`config.mk`:
```
export PLATFORM = sky130hd
export DESIGN_NAME = pipe_stall_responder_flat
export DESIGN_NICKNAME = d
export VERILOG_FILES = /design/src/rtl/pipe_stall_responder_pkg.sv /design/src/rtl/pipe_stall_responder_if.sv /design/src/rtl/pipe_stall_responder_reg_field.sv /design/src/rtl/pipe_stall_responder.sv /design/src/flat_wrapper.sv
export SDC_FILE = /design/constraint.sdc
export NUM_CORES = 1
export LEC_CHECK = 0
export ABC_CLOCK_PERIOD_IN_PS = 3400
export CAP_MARGIN = 10
export CORE_AREA = 2 2 256 258
export DETAILED_ROUTE_END_ITERATION = 10
export DIE_AREA = 0 0 258 260
export PLACE_DENSITY = 0.59
export RECOVER_POWER = 25
export SLEW_MARGIN = 20
export SYNTH_ARGS = -nofsm -noshare
export SYNTH_HDL_FRONTEND = slang
export SYNTH_HIERARCHICAL = 1
export SYNTH_SLANG_ARGS = --single-unit
export TNS_END_PERCENT = 100
```
`constraint.sdc`:
```
create_clock -name clk -period 3.4 [get_ports clk]
set_clock_uncertainty 0.1 [all_clocks]
set_input_delay 0.68 -clock clk [delete_from_list [all_inputs] [get_ports clk]]
set_output_delay 0.68 -clock clk [all_outputs]
set_load 0.02 [all_outputs]
```
`src/rtl/pipe_stall_responder_pkg.sv`:
```
// Shared constants, per-stage field layouts and T_new arithmetic for the
// pipeline stall responder.
package pipe_pkg;

    localparam logic [31:0] NOP_INSTR    = 32'h0;
    localparam logic [4:0]  REG_ZERO     = 5'd0;
    localparam int          TNEW_W       = 2;
    localparam logic [31:0] PC_RESET_DEF = 32'h0000_3000;

    typedef logic [TNEW_W-1:0] tnew_t;

    typedef struct packed {
        logic [31:0] pc;
        logic [31:0] instr;
        logic        valid;
    } fd_t;

    // E_pc is kept out of this group: it survives a bubble while the rest clears.
    typedef struct packed {
        logic [31:0] instr;
        logic        valid;
        logic [4:0]  rs_base;
        logic [4:0]  rt;
        logic [4:0]  wn;
        tnew_t       tnew;
        logic [31:0] rs_val;
        logic [31:0] rt_val;
        logic [31:0] ext_imm;
    } de_t;

    typedef struct packed {
        logic [31:0] pc;
        logic [31:0] instr;
        logic        valid;
        logic [4:0]  rs_base;
        logic [4:0]  rt;
        logic [4:0]  wn;
        tnew_t       tnew;
        logic [31:0] rt_val;
        logic [31:0] result;
    } em_t;

    function automatic tnew_t sat_dec(input tnew_t x);
        return (x == '0) ? '0 : tnew_t'(x - tnew_t'(1));
    endfunction

endpackage

```
`src/rtl/pipe_stall_responder_if.sv`:
```
// Pipeline-side bundle of the stall responder: D-stage inputs in, per-stage
// register contents out.
interface pipe_stall_responder_if
    import pipe_pkg::*;
#(
    parameter int CNT_W = 32
);
    logic             stall;
    logic [31:0]      npc;
    logic [31:0]      F_instr;
    logic [4:0]       D_rs_base;
    logic [4:0]       D_rt;
    logic [4:0]       D_REG_write_number;
    tnew_t            D_T_new;
    logic [31:0]      D_rs_val;
    logic [31:0]      D_rt_val;
    logic [31:0]      D_ext_imm;
    logic [31:0]      E_result;

    logic [31:0]      F_pc;
    logic [31:0]      D_pc;
    logic [31:0]      D_instr;
    logic             D_valid;
    logic [31:0]      E_pc;
    logic [31:0]      E_instr;
    logic             E_valid;
    logic [4:0]       E_rs_base;
    logic [4:0]       E_rt;
    logic [4:0]       E_REG_write_number;
    tnew_t            E_T_new;
    logic [31:0]      E_rs_val;
    logic [31:0]      E_rt_val;
    logic [31:0]      E_ext_imm;
    logic [31:0]      M_pc;
    logic [31:0]      M_instr;
    logic             M_valid;
    logic [4:0]       M_rs_base;
    logic [4:0]       M_rt;
    logic [4:0]       M_REG_write_number;
    tnew_t            M_T_new;
    logic [31:0]      M_rt_val;
    logic [31:0]      M_result;
    logic [CNT_W-1:0] stall_cnt;

    modport master (
        output stall, npc, F_instr, D_rs_base, D_rt, D_REG_write_number, D_T_new,
               D_rs_val, D_rt_val, D_ext_imm, E_result,
        input  F_pc, D_pc, D_instr, D_valid,
               E_pc, E_instr, E_valid, E_rs_base, E_rt, E_REG_write_number, E_T_new,
               E_rs_val, E_rt_val, E_ext_imm,
               M_pc, M_instr, M_valid, M_rs_base, M_rt, M_REG_write_number, M_T_new,
               M_rt_val, M_result, stall_cnt
    );

    modport slave (
        input  stall, npc, F_instr, D_rs_base, D_rt, D_REG_write_number, D_T_new,
               D_rs_val, D_rt_val, D_ext_imm, E_result,
        output F_pc, D_pc, D_instr, D_valid,
               E_pc, E_instr, E_valid, E_rs_base, E_rt, E_REG_write_number, E_T_new,
               E_rs_val, E_rt_val, E_ext_imm,
               M_pc, M_instr, M_valid, M_rs_base, M_rt, M_REG_write_number, M_T_new,
               M_rt_val, M_result, stall_cnt
    );

endinterface

```
`src/rtl/pipe_stall_responder_reg_field.sv`:
```
// Generic pipeline register: async active-low reset to RST_VAL, synchronous
// clear (bubble) taking priority over the load enable.
module pipe_reg_field #(
    parameter int             W       = 32,
    parameter logic [W-1:0]   RST_VAL = '0
) (
    input  logic         clk,
    input  logic         reset_n,
    input  logic         en,
    input  logic         clr,
    input  logic [W-1:0] d,
    output logic [W-1:0] q
);

    always_ff @(posedge clk or negedge reset_n) begin
        if (!reset_n)
            q <= RST_VAL;
        else if (clr)
            q <= '0;
        else if (en)
            q <= d;
    end

endmodule

```
`src/rtl/pipe_stall_responder.sv`:
```
// Responder side of the hazard stall interface: PC, F/D, D/E and E/M registers
// with freeze/bubble handling and a saturating stall-cycle counter.
module pipe_stall_responder
    import pipe_pkg::*;
#(
    parameter logic [31:0] PC_RESET = PC_RESET_DEF,
    parameter int          CNT_W    = 32
) (
    input  logic                   clk,
    input  logic                   reset_n,
    pipe_stall_responder_if.slave  bus
);

    logic             run;
    logic [31:0]      pc_q;
    fd_t              fd_d, fd_q;
    logic [31:0]      epc_q;
    de_t              de_d, de_q;
    em_t              em_d, em_q;
    logic [CNT_W-1:0] cnt_q;

    assign run = ~bus.stall;

    pipe_reg_field #(.W(32), .RST_VAL(PC_RESET)) u_pc (
        .clk(clk), .reset_n(reset_n), .en(run), .clr(1'b0), .d(bus.npc), .q(pc_q)
    );

    assign fd_d = '{pc: pc_q, instr: bus.F_instr, valid: 1'b1};

    pipe_reg_field #(.W($bits(fd_t))) u_fd (
        .clk(clk), .reset_n(reset_n), .en(run), .clr(1'b0), .d(fd_d), .q(fd_q)
    );

    // A bubble zeroes write number and T_new, so it can never trip the detector.
    assign de_d = '{
        instr:   fd_q.instr,
        valid:   fd_q.valid,
        rs_base: bus.D_rs_base,
        rt:      bus.D_rt,
        wn:      bus.D_REG_write_number,
        tnew:    sat_dec(bus.D_T_new),
        rs_val:  bus.D_rs_val,
        rt_val:  bus.D_rt_val,
        ext_imm: bus.D_ext_imm
    };

    pipe_reg_field #(.W($bits(de_t))) u_de (
        .clk(clk), .reset_n(reset_n), .en(1'b1), .clr(bus.stall), .d(de_d), .q(de_q)
    );

    pipe_reg_field #(.W(32)) u_de_pc (
        .clk(clk), .reset_n(reset_n), .en(1'b1), .clr(1'b0), .d(fd_q.pc), .q(epc_q)
    );

    assign em_d = '{
        pc:      epc_q,
        instr:   de_q.instr,
        valid:   de_q.valid,
        rs_base: de_q.rs_base,
        rt:      de_q.rt,
        wn:      de_q.wn,
        tnew:    sat_dec(de_q.tnew),
        rt_val:  de_q.rt_val,
        result:  bus.E_result
    };

    pipe_reg_field #(.W($bits(em_t))) u_em (
        .clk(clk), .reset_n(reset_n), .en(1'b1), .clr(1'b0), .d(em_d), .q(em_q)
    );

    always_ff @(posedge clk or negedge reset_n) begin
        if (!reset_n)
            cnt_q <= '0;
        else if (bus.stall && (cnt_q != '1))
            cnt_q <= cnt_q + CNT_W'(1);
    end

    assign bus.F_pc               = pc_q;
    assign bus.D_pc               = fd_q.pc;
    assign bus.D_instr            = fd_q.instr;
    assign bus.D_valid            = fd_q.valid;
    assign bus.E_pc               = epc_q;
    assign bus.E_instr            = de_q.instr;
    assign bus.E_valid            = de_q.valid;
    assign bus.E_rs_base          = de_q.rs_base;
    assign bus.E_rt               = de_q.rt;
    assign bus.E_REG_write_number = de_q.wn;
    assign bus.E_T_new            = de_q.tnew;
    assign bus.E_rs_val           = de_q.rs_val;
    assign bus.E_rt_val           = de_q.rt_val;
    assign bus.E_ext_imm          = de_q.ext_imm;
    assign bus.M_pc               = em_q.pc;
    assign bus.M_instr            = em_q.instr;
    assign bus.M_valid            = em_q.valid;
    assign bus.M_rs_base          = em_q.rs_base;
    assign bus.M_rt               = em_q.rt;
    assign bus.M_REG_write_number = em_q.wn;
    assign bus.M_T_new            = em_q.tnew;
    assign bus.M_rt_val           = em_q.rt_val;
    assign bus.M_result           = em_q.result;
    assign bus.stall_cnt          = cnt_q;

endmodule

```
`src/flat_wrapper.sv`:
```
// flat-port wrapper written by rule: the top's interface ports become plain ports
module pipe_stall_responder_flat import pipe_pkg::*;
#(
    parameter logic [31:0] PC_RESET = PC_RESET_DEF,
    parameter int          CNT_W    = 32
)
  (clk, reset_n, bus_stall, bus_npc, bus_F_instr, bus_D_rs_base, bus_D_rt, bus_D_REG_write_number, bus_D_T_new, bus_D_rs_val, bus_D_rt_val, bus_D_ext_imm, bus_E_result, bus_F_pc, bus_D_pc, bus_D_instr, bus_D_valid, bus_E_pc, bus_E_instr, bus_E_valid, bus_E_rs_base, bus_E_rt, bus_E_REG_write_number, bus_E_T_new, bus_E_rs_val, bus_E_rt_val, bus_E_ext_imm, bus_M_pc, bus_M_instr, bus_M_valid, bus_M_rs_base, bus_M_rt, bus_M_REG_write_number, bus_M_T_new, bus_M_rt_val, bus_M_result, bus_stall_cnt);
  pipe_stall_responder_if #(.CNT_W(CNT_W)) bus_i ();
  input  logic clk;
  input  logic reset_n;
  input wire logic [$bits(bus_i.stall)-1:0] bus_stall;
  input wire logic [$bits(bus_i.npc)-1:0] bus_npc;
  input wire logic [$bits(bus_i.F_instr)-1:0] bus_F_instr;
  input wire logic [$bits(bus_i.D_rs_base)-1:0] bus_D_rs_base;
  input wire logic [$bits(bus_i.D_rt)-1:0] bus_D_rt;
  input wire logic [$bits(bus_i.D_REG_write_number)-1:0] bus_D_REG_write_number;
  input wire logic [$bits(bus_i.D_T_new)-1:0] bus_D_T_new;
  input wire logic [$bits(bus_i.D_rs_val)-1:0] bus_D_rs_val;
  input wire logic [$bits(bus_i.D_rt_val)-1:0] bus_D_rt_val;
  input wire logic [$bits(bus_i.D_ext_imm)-1:0] bus_D_ext_imm;
  input wire logic [$bits(bus_i.E_result)-1:0] bus_E_result;
  output wire logic [$bits(bus_i.F_pc)-1:0] bus_F_pc;
  output wire logic [$bits(bus_i.D_pc)-1:0] bus_D_pc;
  output wire logic [$bits(bus_i.D_instr)-1:0] bus_D_instr;
  output wire logic [$bits(bus_i.D_valid)-1:0] bus_D_valid;
  output wire logic [$bits(bus_i.E_pc)-1:0] bus_E_pc;
  output wire logic [$bits(bus_i.E_instr)-1:0] bus_E_instr;
  output wire logic [$bits(bus_i.E_valid)-1:0] bus_E_valid;
  output wire logic [$bits(bus_i.E_rs_base)-1:0] bus_E_rs_base;
  output wire logic [$bits(bus_i.E_rt)-1:0] bus_E_rt;
  output wire logic [$bits(bus_i.E_REG_write_number)-1:0] bus_E_REG_write_number;
  output wire logic [$bits(bus_i.E_T_new)-1:0] bus_E_T_new;
  output wire logic [$bits(bus_i.E_rs_val)-1:0] bus_E_rs_val;
  output wire logic [$bits(bus_i.E_rt_val)-1:0] bus_E_rt_val;
  output wire logic [$bits(bus_i.E_ext_imm)-1:0] bus_E_ext_imm;
  output wire logic [$bits(bus_i.M_pc)-1:0] bus_M_pc;
  output wire logic [$bits(bus_i.M_instr)-1:0] bus_M_instr;
  output wire logic [$bits(bus_i.M_valid)-1:0] bus_M_valid;
  output wire logic [$bits(bus_i.M_rs_base)-1:0] bus_M_rs_base;
  output wire logic [$bits(bus_i.M_rt)-1:0] bus_M_rt;
  output wire logic [$bits(bus_i.M_REG_write_number)-1:0] bus_M_REG_write_number;
  output wire logic [$bits(bus_i.M_T_new)-1:0] bus_M_T_new;
  output wire logic [$bits(bus_i.M_rt_val)-1:0] bus_M_rt_val;
  output wire logic [$bits(bus_i.M_result)-1:0] bus_M_result;
  output wire logic [$bits(bus_i.stall_cnt)-1:0] bus_stall_cnt;
  assign bus_i.stall = bus_stall;
  assign bus_i.npc = bus_npc;
  assign bus_i.F_instr = bus_F_instr;
  assign bus_i.D_rs_base = bus_D_rs_base;
  assign bus_i.D_rt = bus_D_rt;
  assign bus_i.D_REG_write_number = bus_D_REG_write_number;
  assign bus_i.D_T_new = bus_D_T_new;
  assign bus_i.D_rs_val = bus_D_rs_val;
  assign bus_i.D_rt_val = bus_D_rt_val;
  assign bus_i.D_ext_imm = bus_D_ext_imm;
  assign bus_i.E_result = bus_E_result;
  assign bus_F_pc = bus_i.F_pc;
  assign bus_D_pc = bus_i.D_pc;
  assign bus_D_instr = bus_i.D_instr;
  assign bus_D_valid = bus_i.D_valid;
  assign bus_E_pc = bus_i.E_pc;
  assign bus_E_instr = bus_i.E_instr;
  assign bus_E_valid = bus_i.E_valid;
  assign bus_E_rs_base = bus_i.E_rs_base;
  assign bus_E_rt = bus_i.E_rt;
  assign bus_E_REG_write_number = bus_i.E_REG_write_number;
  assign bus_E_T_new = bus_i.E_T_new;
  assign bus_E_rs_val = bus_i.E_rs_val;
  assign bus_E_rt_val = bus_i.E_rt_val;
  assign bus_E_ext_imm = bus_i.E_ext_imm;
  assign bus_M_pc = bus_i.M_pc;
  assign bus_M_instr = bus_i.M_instr;
  assign bus_M_valid = bus_i.M_valid;
  assign bus_M_rs_base = bus_i.M_rs_base;
  assign bus_M_rt = bus_i.M_rt;
  assign bus_M_REG_write_number = bus_i.M_REG_write_number;
  assign bus_M_T_new = bus_i.M_T_new;
  assign bus_M_rt_val = bus_i.M_rt_val;
  assign bus_M_result = bus_i.M_result;
  assign bus_stall_cnt = bus_i.stall_cnt;
  pipe_stall_responder #(.PC_RESET(PC_RESET), .CNT_W(CNT_W)) u_core (.clk(clk), .reset_n(reset_n), .bus(bus_i));
endmodule
```
==> results of run 1 <==
-- final cells by class --
class / instances / area [sq um] / area share
clock inverter: 19 / 282 / 0.0101
timing repair buffer: 681 / 6870 / 0.247
antenna: 5 / 12.5 / 0.000450
clock buffer: 78 / 1540 / 0.0554
multi-input combinational: 976 / 6640 / 0.239
inverter: 5 / 23.8 / 0.000856
sequential: 453 / 11300 / 0.408
tap: 855 / 1070 / 0.0385
-- cell families (layout without fill, tap and decap cells) --
kind of cell    after synthesis  count (layout)
simple gates                496             496
other cells                   2              25
mux                         423             423
compound gates                7               7
flops                       453             453
xor+xnor                     29              29
fa+ha+maj                     1               1
buf+inv                     102             783
-- routing by layer --
layer	global-route usage	up-vias
li1	-	6359
met1	0.216	6818
met2	0.302	478
met3	0.0648	84
met4	0.0535	2
met5	0	-
-- metrics by stage --
stage	worst slack [ns]	instances	instance area [sq um]	hold WS, ns	utilization
finish	0.786	3072	27800	0.369	0.433
global route	0.582	3071	27800	0.345	0.433
CTS	0.727	3067	27800	0.322	0.433
detailed placement	0.952	2969	26000	0.391	0.405
global placement	0.973	2969	26000	0.386	0.405
floorplan	0.959	1531	19100	0.284	-
-- cells in the mapped netlist (all sizes together) --
cell type and number:
a31oi 2, and2 4, and3 5, and4 3, buf 66, clkbuf 31
conb 2, dfrtp 451, dfstp 2, ha 1, inv 5, mux2 2
mux2i 421, nand2 12, nand3 15, nand3b 1, nand4 5, nor2 428
nor2b 2, nor3 11, nor4 4, nor4bb 1, o21ai 1, o311a 1
o31a 1, o31ai 2, or2 1, or3 3, or4 1, xnor2 15
xor2 14
-- path summary, 6_finish.rpt --
check	from	slack, ns	cells past startpoint	endpoint
max in group asynchronous	reset_n	0.88	4	u_core/u_de/q[33]$_DFFE_PN0P_
hold / removal	bus_stall	0.37	2	u_core/u_de/q[145]$_DFFE_PN0P_
hold reg to reg	u_core/bus.stall_cnt[18]$_DFFE_PN0P_	0.40	1	u_core/bus.stall_cnt[18]$_DFFE_PN0P_
setup / recovery	u_core/u_pc/q[13]$_DFFE_PN1P_	0.79	1	bus_F_pc[13]
setup reg to reg	u_core/bus.stall_cnt[0]$_DFFE_PN0P_	0.95	6	u_core/bus.stall_cnt[20]$_DFFE_PN0P_
min in group asynchronous	reset_n	0.99	2	u_core/u_de/q[89]$_DFFE_PN0P_
-- power by group through the flow --
stage / Sequential [mW] / Clock [mW] / Combinational, mW
global placement: 5.92 / 0 / 1.89
finish: 5.84 / 5.87 / 1.93
detailed placement: 5.94 / 0 / 1.90
global route: 5.88 / 6.29 / 2.06
floorplan: 6.20 / 0 / 0.692
CTS: 5.84 / 6.06 / 1.91
-- registers in the layout, indices dropped and copies added (netlist names) --
| name | flops |
|---|---|
| u_core/u_de/q | 146 |
| u_core/u_em/q | 146 |
| u_core/u_fd/q | 65 |
| u_core/bus.stall_cnt | 32 |
| u_core/u_de_pc/q | 32 |
| u_core/u_pc/q | 32 |
==> out/metrics.yaml, run 1 <==
cts_tree: "yes"
top_layer_used: "met5"
rsz0062_at_grt: "false"
antenna_found_initial: 6
clk_path_buf_depth: 3
grt_max_degree: 125
crit_type: "flop to output pin"
grt_pass1_wl_mm: 92.8
drc: 0
wl_met3_mm: 5.30
clock_sinks: 453
layout_min_cycle_time_ns: 2.61
synth_compound_area_frac: 0.00342
fin_nets: 2383
io_pins: 665
fin_crit_sh: 0.769
yosys.area_share.simple: 0.105
hpwl_mm: 44.3
path_clk_slew_ns: 0.06
synth.area.top_cells: "dfrtp_1 (59%), mux2i_1 (22%), nor2_1 (8.4%)"
coreArea_sq_um: 64100
die_w_microns: 258
htree_levels: 2
yosysUniqueCellTypes: 39
wl_met1_mm: 25.3
switching_share: 0.257
clkLatencyLatePin_ns: 0.59
cp_max_fo: 3
die_height_microns: 260
tightest_slew_ns: 1.74
final_cell_mix: "clkdlybuf4s50_1 (621), dfrtp_1 (451), nor2_1 (428)"
path_buf_inv: 1
synth.mux.area_fraction: 0.223
vdd_ir_drop_max_mv: 0.398
drv_slew: 181
via_count: 13700
yosysTopAreaCell: "dfrtp_1"
numCtsBuffers: 53
max_freq_mhz: 383
drive_gt1_frac: 0.0502
max_stage_delay_ns: 0.70
layout_commonest_cell: "clkdlybuf4s50_1"
dr_wl_met2_mm: 30.5
avgViaCountPerCell: 4.47
post_cts_buffers: 0
port_buffers: 664
gp_congestion: 0.827
total_power_mw: 13.6
p_per_area_nw_per_um2: 491
cpLargestDelayFamily: "buffers and inverters"
start_util: 0.297
grt_use_total: 0.180
crit_path_end_kind: "output pin"
cts.hold.buffers_added: 1
routedWlPerCell_microns: 20.4
intPower_mw: 10.1
synth-seq-area-share: 0.596
maxSlewHeadroom: -0.158
grt_pass1_vias: 14200
synth-adder-area-share: 0.000658
cts_resized: 0
p_leak_nw: 13.1
rows: 93
status: "finished, violations left"
finalHoldViolCount: 0
cp_data_required_time_ns: 2.62
max_cap_viol_count: 2
pwr-share-comb: 0.141
seqPwrFrac: 0.428
startpoint_type: "flop"
syn_to_final_growth_pct: 46.0
p_switching_mw: 3.50
postSynthCellCount: 1513
synth_top_area_frac: 0.593
fill_cells: 5947
syn-mean-instance-area_sq_um: 12.6
p_clk_frac: 0.431
hp-class: "input pin to flop"
wirelength_mm: 62.6
ant_nets: 0
violations: "capacitance limit, slew limit"
drt_iter0_markers: 719
netlist_area_sq_um: 19000
drt_pass1_iterations: 5
grt_overflow: 0
yosysWarnings: 6
setup_viol: 0
synth_top_family_by_area: "multiplexers"
cts_root_buf: "clkbuf_16"
path_cells: "clkdlybuf4s50_1"
ys_ff_latch: 453
cp_slowest_cell: "clkdlybuf4s50_1"
die_area_sq_um: 67100
arrival_ns: 1.83
synthXorXnorAreaFrac: 0.0134
fin_tns_setup_ns: 0
Note: power is estimated with default switching activity, not from simulation.
==> run 2, diff against run 1 <==
--- a/config.mk
+++ b/config.mk
@@ -5,7 +5,7 @@
 export SDC_FILE = /design/constraint.sdc
 export NUM_CORES = 1
 export LEC_CHECK = 0
-export ABC_CLOCK_PERIOD_IN_PS = 3400
+export ABC_CLOCK_PERIOD_IN_PS = 2600
 export CAP_MARGIN = 10
 export CORE_AREA = 2 2 256 258
 export DETAILED_ROUTE_END_ITERATION = 10
==> constraint.sdc (replaced) <==
create_clock -name clk -period 2.6 [get_ports clk]
set_clock_uncertainty 0.1 [all_clocks]
set_input_delay 0.52 -clock clk [delete_from_list [all_inputs] [get_ports clk]]
set_output_delay 0.52 -clock clk [all_outputs]
set_load 0.02 [all_outputs]
==> run 2 against run 1 <==
Net effect:
- the run still ends with capacitance limit, slew limit left
- cell count rose by 0.23%
- clock power rose by 25%
- sequential share of layout area rose by 0.079 points
- critical path type unchanged
- largest power group is now sequential cells
==> out/metrics.yaml, run 2 (same netlist as run 1, synthesis figures left out) <==
die_w_microns: 258
grt_pass1_vias: 14400
finalHoldViolCount: 0
htree_levels: 2
grt_pass1_wl_mm: 94.4
drt_iter0_markers: 679
grt_max_degree: 105
violations: "capacitance limit, slew limit"
layout_min_cycle_time_ns: 2.41
whs_endpoint: "u_core/bus.stall_cnt[24]$_DFFE_PN0P_"
hpwl_mm: 45.1
crit_path_end_kind: "output pin"
rows: 93
timing.rr.start: "u_core/bus.stall_cnt[0]$_DFFE_PN0P_"
layout_commonest_cell: "clkdlybuf4s50_1"
clkLatencyLatePin_ns: 0.59
p_per_area_nw_per_um2: 631
top_regs: "u_core/u_de/q (146), u_core/u_em/q (146), u_core/u_fd/q (65)"
worstReg2RegEnd: "u_core/bus.stall_cnt[20]$_DFFE_PN0P_"
grt_overflow: 0
path_clk_slew_ns: 0.06
wirelength_mm: 63.4
syn_to_final_growth_pct: 45.8
start_util: 0.297
fin_nets: 2394
maxSlewHeadroom: -0.515
status: "finished, violations left"
rsz0062_at_grt: "false"
avgViaCountPerCell: 4.47
r2r_slack_ns: 0.20
clock_sinks: 453
p_leak_nw: 13.1
arrival_ns: 1.79
vdd_ir_drop_max_mv: 0.476
coreArea_sq_um: 64100
cts_root_buf: "clkbuf_16"
fin_crit_sh: 0.927
drive_gt1_frac: 0.0554
hp-class: "input pin to flop"
numCtsBuffers: 52
die_height_microns: 260
final_util: 0.432
cp_slowest_cell: "clkdlybuf4s50_1"
die_area_sq_um: 67100
hp-start: "bus_stall"
path_cells: "clkdlybuf4s50_1"
max_cap_viol_count: 3
gp_congestion: 0.821
drv_slew: 165
crit_type: "flop to output pin"
port_buffers: 664
whs_ns: 0.259
io_pins: 665
ant_nets: 0
routedWlPerCell_microns: 20.6
drc: 0
fill_cells: 6020
tightest_slew_ns: 2.27
drt_pass1_iterations: 4
hold_path_depth: 4
via_count: 13800
final_cell_mix: "clkdlybuf4s50_1 (630), dfrtp_1 (451), nor2_1 (428)"
reg2reg_depth: 6
antenna_found_initial: 5
max_freq_mhz: 415
max_stage_delay_ns: 0.65
startpoint_type: "flop"
grt_use_total: 0.183
path_buf_inv: 1
clk_path_buf_depth: 3
cp_data_required_time_ns: 1.98
cpLargestDelayFamily: "buffers and inverters"
setup_viol: 0
fin_tns_setup_ns: 0
cp_max_fo: 3
cts_tree: "yes"
run 2: cell types whose count changed in the layout (fill, tap and decap cells not counted), moves of 3 or more:
cell,delta
buf_4,+12
bufinv_16,-3
clkdlybuf4s50_1,+9
clkinv_2,+4
dlygate4sd3_1,-9
run 2: through the flow:
stage / instances / power (mW) / worst slack [ns] / instance area, sq um
final: 3079 / 17.5 / 0.189 / 27700
after global routing: 3077 / 18.2 / 0.0863 / 27700
after CTS: 3076 / 17.7 / 0.107 / 27700
after detailed placement: 2981 / 10.3 / 0.124 / 26000
after global placement: 2981 / 10.2 / 0.165 / 26000
after floorplan: 1531 / 9.01 / 0.159 / 19100
run 2: worst max path at each step:
stage,slack (ns),from,cells past startpoint,endpoint
after floorplan,0.16,u_core/bus.stall_cnt[0]$_DFFE_PN0P_,7,u_core/bus.stall_cnt[20]$_DFFE_PN0P_
after global placement,0.16,u_core/bus.stall_cnt[0]$_DFFE_PN0P_,6,u_core/bus.stall_cnt[31]$_DFFE_PN0P_
after detailed placement,0.12,u_core/bus.stall_cnt[0]$_DFFE_PN0P_,6,u_core/bus.stall_cnt[20]$_DFFE_PN0P_
after CTS,0.11,u_core/bus.stall_cnt[0]$_DFFE_PN0P_,6,u_core/bus.stall_cnt[20]$_DFFE_PN0P_
after global routing,0.09,u_core/bus.stall_cnt[0]$_DFFE_PN0P_,6,u_core/bus.stall_cnt[20]$_DFFE_PN0P_
final,0.19,u_core/u_pc/q[13]$_DFFE_PN1P_,1,bus_F_pc[13]
run 2: routing by layer:
layer / track usage / up-vias / wire (microns)
met5: 0 / - / 27
met4: 0.0562 / 4 / 1760
met3: 0.0649 / 99 / 5230
met2: 0.309 / 441 / 30900
met1: 0.220 / 6829 / 25500
li1: - / 6384 / -
run 2: worst min-delay path, cell delays in order:
cell    delay (ns)
buf_6         0.11
inv_6         0.08
nor4_1        0.06
xor2_1        0.12
run 2: repair_timing:
item,CTS,global route
resized for setup,0,1
setup buffers,0,0
hold endpoints to repair,28,0
hold buffers,1,0
endpoints found under the setup margin,0,1
run 2: layout make-up:
class	count	area, sq um	share of cell area
repair buffers	693	6930	0.250
diodes	3	7.51	0.000271
multi-input cells	976	6650	0.240
well taps	855	1070	0.0386
flip-flops and latches	453	11300	0.409
clock buffers	75	1520	0.0547
inverters	5	23.8	0.000857
clock inverters	19	195	0.00704
run 2: report_power, final:
| part | internal (mW) | switching, mW | total, mW | leakage, nW |
|---|---|---|---|---|
| Combinational | 1.20 | 1.35 | 2.55 | 6.09 |
| Sequential | 7.37 | 0.268 | 7.64 | 6.12 |
| Clock | 4.34 | 2.96 | 7.31 | 0.852 |
